## config.mk

```make
export PLATFORM = sky130hd
export DESIGN_NAME = activity_sequencer
export DESIGN_NICKNAME = d
export VERILOG_FILES = /design/src/rtl/act_seq_pkg.sv /design/src/rtl/act_lfsr16.sv /design/src/rtl/activity_sequencer.sv
export SDC_FILE = /design/constraint.sdc
export NUM_CORES = 1
export LEC_CHECK = 0
export ABC_CLOCK_PERIOD_IN_PS = 2400
export CAP_MARGIN = 20
export CELL_PAD_IN_SITES_DETAIL_PLACEMENT = 1
export CELL_PAD_IN_SITES_GLOBAL_PLACEMENT = 2
export CORE_MARGIN = 2
export CORE_UTILIZATION = 31
export CTS_CLUSTER_SIZE = 16
export DETAILED_ROUTE_END_ITERATION = 6
export GPL_ROUTABILITY_DRIVEN = 0
export GPL_TIMING_DRIVEN = 0
export PLACE_DENSITY_LB_ADDON = 0.1
export SYNTH_ARGS = -nofsm -noshare
export SYNTH_HDL_FRONTEND = slang
export SYNTH_SLANG_ARGS = --single-unit
```

## constraint.sdc

```tcl
create_clock -name clk -period 2.4 [get_ports clk]
set_clock_uncertainty 0.1 [all_clocks]
set_input_delay 0.48 -clock clk [delete_from_list [all_inputs] [get_ports clk]]
set_output_delay 0.48 -clock clk [all_outputs]
set_load 0.1 [all_outputs]
```

## src/rtl/act_seq_pkg.sv

```systemverilog
// act_seq_pkg: shared types, LFSR constants and mask/popcount helpers for activity_sequencer.
package act_seq_pkg;

    typedef enum logic [1:0] {MODE_TOGGLE, MODE_BURST, MODE_PRBS, MODE_RAMP} mode_t;
    typedef enum logic [1:0] {ST_IDLE, ST_RUN, ST_DRAIN} state_t;

    // Right-shifting Fibonacci form of x^16+x^14+x^13+x^11+1: feedback from bits 0,2,3,5 into bit 15.
    localparam logic [15:0] LFSR_TAPS = 16'h002D;
    localparam logic [15:0] DEFAULT_SEED = 16'hACE1;

    function automatic logic [63:0] therm_mask(input logic [6:0] n);
        return (n >= 7'd64) ? '1 : (64'd1 << n) - 64'd1;
    endfunction

    function automatic logic [6:0] popcount(input logic [63:0] v);
        popcount = '0;
        for (int i = 0; i < 64; i++) popcount += 7'(v[i]);
    endfunction

endpackage

```

## src/rtl/act_lfsr16.sv

```systemverilog
// act_lfsr16: 16-bit Fibonacci LFSR with synchronous reload to a seed.
module act_lfsr16
    import act_seq_pkg::*;
(
    input  logic        clk,
    input  logic        rst_n,
    input  logic        en,
    input  logic        reload,
    input  logic [15:0] seed,
    output logic [15:0] value
);

    always_ff @(posedge clk) begin
        if (!rst_n || reload) value <= seed;
        else if (en) value <= {^(value & LFSR_TAPS), value[15:1]};
    end

endmodule

```

## src/rtl/activity_sequencer.sv

```systemverilog
// activity_sequencer: N-channel trig sequencer (toggle/burst/PRBS/ramp) with sync_mark/busy/done.
// Define ACT_SEQ_STAT_EN to add run_cycles/toggle_count statistics outputs.
module activity_sequencer
    import act_seq_pkg::*;
#(
    parameter int          N_CH      = 16,
    parameter int          LEVEL_W   = $clog2(N_CH + 1),
    parameter int          BURST_W   = 16,
    parameter logic [15:0] LFSR_SEED = DEFAULT_SEED
) (
    input  logic               clk,
    input  logic               rst_n,
    input  logic               start,
    input  logic               abort,
    input  logic [1:0]         mode,
    input  logic [LEVEL_W-1:0] level,
    input  logic [BURST_W-1:0] burst_len,
    output logic [N_CH-1:0]    trig,
    output logic               sync_mark,
    output logic               busy,
    output logic               done
`ifdef ACT_SEQ_STAT_EN
    ,
    output logic [31:0]        run_cycles,
    output logic [31:0]        toggle_count
`endif
);

    state_t             state;
    mode_t              mode_q;
    logic               start_q, rise, last_step, leave;
    logic [LEVEL_W-1:0] level_q, act, lvl_in;
    logic [BURST_W-1:0] len_q, cnt, len_in;
    logic [15:0]        lfsr;
    logic [N_CH-1:0]    mask, prbs_v, tv, trig_nx;

    act_lfsr16 u_lfsr (
        .clk    (clk),
        .rst_n  (rst_n),
        .en     (state == ST_RUN),
        .reload (state == ST_IDLE && rise),
        .seed   (LFSR_SEED),
        .value  (lfsr)
    );

    assign rise      = start & ~start_q;
    assign lvl_in    = (level > LEVEL_W'(N_CH)) ? LEVEL_W'(N_CH) : level;
    assign len_in    = (burst_len == '0) ? BURST_W'(1) : burst_len;
    assign last_step = cnt == BURST_W'(1);

    always_comb begin
        prbs_v = '0;
        for (int i = 0; i < N_CH; i++) prbs_v[i] = lfsr[i % 16];
        mask    = N_CH'(therm_mask(7'(mode_q == MODE_RAMP ? act : level_q)));
        tv      = (mode_q == MODE_PRBS) ? prbs_v : '1;
        trig_nx = (trig ^ (tv & mask)) & mask;
        leave   = abort | ((mode_q == MODE_BURST) ? last_step :
                           (mode_q == MODE_RAMP)  ? (level_q == '0 || (last_step && act >= level_q)) :
                           ~start);
    end

    always_ff @(posedge clk) begin
        if (!rst_n) begin
            state     <= ST_IDLE;
            start_q   <= 1'b1;  // a start already high out of reset must not look like a rising edge
            mode_q    <= MODE_TOGGLE;
            level_q   <= '0;
            len_q     <= '0;
            cnt       <= '0;
            act       <= '0;
            trig      <= '0;
            sync_mark <= 1'b0;
            busy      <= 1'b0;
            done      <= 1'b0;
        end else begin
            start_q   <= start;
            sync_mark <= 1'b0;
            done      <= 1'b0;
            case (state)
                ST_IDLE: if (rise) begin
                    mode_q    <= mode_t'(mode);
                    level_q   <= lvl_in;
                    len_q     <= len_in;
                    cnt       <= len_in;
                    act       <= (lvl_in == '0) ? '0 : LEVEL_W'(1);
                    sync_mark <= 1'b1;
                    busy      <= 1'b1;
                    state     <= ST_RUN;
                end
                ST_RUN: begin
                    trig <= trig_nx;
                    if (leave) state <= ST_DRAIN;
                    else if (mode_q == MODE_RAMP && last_step) begin
                        act <= act + LEVEL_W'(1);
                        cnt <= len_q;
                    end else cnt <= cnt - BURST_W'(1);
                end
                ST_DRAIN: begin
                    trig  <= '0;
                    done  <= 1'b1;
                    busy  <= 1'b0;
                    state <= ST_IDLE;
                end
                default: state <= ST_IDLE;
            endcase
        end
    end

`ifdef ACT_SEQ_STAT_EN
    logic [32:0] tc_sum;
    assign tc_sum = {1'b0, toggle_count} + 33'(popcount(64'(trig ^ trig_nx)));

    always_ff @(posedge clk) begin
        if (!rst_n || (state == ST_IDLE && rise)) begin
            run_cycles   <= '0;
            toggle_count <= '0;
        end else if (state == ST_RUN) begin
            if (run_cycles != '1) run_cycles <= run_cycles + 32'd1;
            toggle_count <= tc_sum[32] ? '1 : tc_sum[31:0];
        end
    end
`endif

endmodule

```

==> metrics <==
status finished, violations left; failing checks negative setup slack; Final ANT Viol Nets 0; max cap viols 0; worst path cell trace or4_4 > buf_6 > or4_4 > buf_8 > mux2_4 > mux2i_2 > a21oi_2; IO buf count 44; total global routing overflow 0; worst min path class register to register; Final nets 712; max-slew violation count 0; Synth Cell Area between 0.004 and 0.005 mm²; Slew HR between 30% and 40%; clock tree buffer depth 2; layout cells sized above 1 24.85%; peak per-stage delay on the critical path 560 ps; Pwr Density about 580 mW/mm²; clock root buffer clkbuf_16; Max H-tree Level 3; worst r2r src cnt[13]; Post-synth EDFFs 0; final core occ 44.81%; Async SR Flop Fraction 0%; dpl ws -921.0 ps; Finished Layout Cells 860; Num CTS Buffers 9; period utilisation layout 102.2%; Reg clk slew, reported paths ~60 ps; ANT cells 0; sequential element share of the synthesized area between 30% and 40%; largest net degree at the start of global routing 14; Area after DPL about 0.0054 mm²; Critical Path Start cnt[13]; ys flop type dfxtp_1; final worst-path setup slack -53.22 ps; vias in the first global route 4,798; Max FO, Critical Path 7; total power approximately 0.0038 W; Worst path most repeated cell or4_4; FMAX approximately 0.41 GHz; placed insts 808; Min-Delay Startpoint len_q[8]; R2R Setup Slk -50 ps; Tmin final around 2500 ps; antenna violations before repair 0; total number of vias between 4k and 5k; initial core utilization between 30% and 40%; Yosys Warn Count 0; syn nets just over 600; Die Ht approximately 130 µm; syn_area_per_cell ~8 µm²; CP arrival around 2600 ps; post-route cell area about 0.0066 mm²; Layout area overhead 40.35%; nature of the critical path startpoint register; Routed WL per cell ~21 µm; Skew-Pair Late Insertion Delay ~350 ps; initial drt markers about 240; first-pass GRT wire length approximately 28,000 µm; drt drc 0; Fin. Hold Viols 0; Max stage delay cell, worst path or4_4; die width about 130 µm; leakage ~2.5 nW; post-detail-place hpwl around 12,000 µm; GRT Util Overall roughly 22%; CTS sink count 82; DRT Wirelength 17,680 µm; Worst Path Required between 2000 and 3000 ps; synthesized flop and latch total slightly above 80; row cnt between 40 and 50; CP Capture Type register; final setup vio count 9; worst vdd ir 0.0003370 V; Vias/cell ~5.5; TritonRoute pass-1 iters 4; RSZ-0062 raised after global routing yes; Gate Count Post-Synth 580; CTS tree yes; boundary pin count between 40 and 50; crit path kind register to register; Least-Margin Pin Slew slightly below 1000 ps; count of cell types in the netlist slightly above 70; die area about 0.016 mm²; core region area approximately 0.015 mm²
layer usage:
layer | track usage (%) | up-vias | routed length, µm
li1 | - | 2306 | -
met5 | 0 | - | 0
met2 | 38.14 | 71 | 8837
met1 | 28.94 | 2337 | 8111
met3 | 2.573 | 22 | 438
met4 | 6.658 | 0 | 294
worst paths after layout:
| check | endpoint | cells after the start |
|---|---|---|
| setup reg to reg | cnt[10] | 7 |
| setup / recovery | cnt[10] | 7 |
| hold / removal | len_q[8] | 2 |
| hold reg to reg | len_q[8] | 2 |
cell usage after synthesis, types with 5 or more instances:
library cell	instances	area share, %
nand2_1	86	6.9
dfxtp_1	82	35
nor2_1	55	4.4
a21oi_1	41	4.4
clkbuf_1	23	1.8
mux2i_1	21	4.5
o31ai_1	19	3.1
o21ai_0	18	1.9
inv_1	16	1.3
nand2b_1	16	2.1
nor3_1	16	1.7
o211ai_1	16	2.6
a31oi_1	13	1.7
ha_1	12	3.2
nand3_1	12	1.3
nor4_1	12	1.6
xor2_1	11	2.1
xnor2_1	8	1.5
o41ai_1	7	1.3
buf_1	6	0.48
nand3b_1	6	0.96
or3_1	6	0.80
nand4_1	5	0.67
nand4b_1	5	0.94
final cells by class:
type                            count  area [µm²]
Sequential cell                    82        1687
Timing Repair Buffer               83       763.2
Fill cell                        1707        8082
Buffer                             34       239.0
Clock buffer                       10       239.0
Multi-Input combinational cell    446        3307
Tap cell                          184       230.2
Inverter                           17       68.82
Clock inverter                      4       28.78
power by group:
part           switching (W)  total, W  leakage (nW)  internal [W]
combinational       0.000592  0.000992          1.66      0.000400
clock               0.000594   0.00131         0.127      0.000720
sequential         0.0000682   0.00148         0.676       0.00141
flip-flops by register name, summed over array words and instances, names as in the netlist, 2 cells and up:
signal and count:
trig 16, mode_q 2, len_q 16, level_q 5, state 2, u_lfsr.value 16
act 5, cnt 16
worst max-delay path: cells and delay by family, from the launching register on:
kind                   cells  cell delay, ps
buffers and inverters      2             310
AOI/OAI and AO/OA          1              70
DFF                        1             340
and+or+nand+nor            2            1040
muxes                      2             480
cell usage in the layout, fill, tap and decap left out, drive strengths merged, types with 3 or more instances in the layout:
cell           instances
nand2                 87
dfxtp                 82
nor2                  55
buf                   51
a21oi                 41
clkbuf                32
clkdlybuf4s50         26
mux2i                 21
o31ai                 20
o21ai                 19
dlygate4sd2           18
inv                   17
o211ai                16
nand2b                16
nor3                  16
nor4                  15
nand3                 13
a31oi                 13
ha                    12
xor2                  11
xnor2                  8
o41ai                  8
nand3b                 6
or3                    6
nand4                  5
nand4b                 5
o311ai                 5
a211oi                 4
mux2                   4
nor2b                  3
a311oi                 3
nor3b                  3
logic make-up (layout without fill, tap and decap cells):
logic type	after synthesis	in the layout	share of synthesized area (%)
AND/OR/NAND/NOR	242	242	25.90
AO/OA/AOI/OAI	148	148	21.89
flip-flops	82	82	35.11
buffers and inverters	52	148	4.790
multiplexers	25	25	5.539
XOR/XNOR	19	19	3.559
adder cells (fa/ha/maj)	12	12	3.211
through the flow:
step	hold WS, ps	TNS [ps]
2_1_floorplan	333.8	-5.365
3_3_place_gp	342.7	-23520
3_5_place_dp	348.0	-25730
4_1_cts	356.8	-78.83
5_1_grt	377.0	-1447
6_report	355.0	-238.4
timing repair:
item / 4_1_cts / 5_1_grt
gates cloned: 1 / 1
setup buffers: 20 / 18
hold buffers: 0 / 0
setup endpoints to repair: 56 / 29
gates resized for setup: 94 / 67
pin swaps: 17 / 17
No activity file was read; power rests on OpenSTA's default activity.
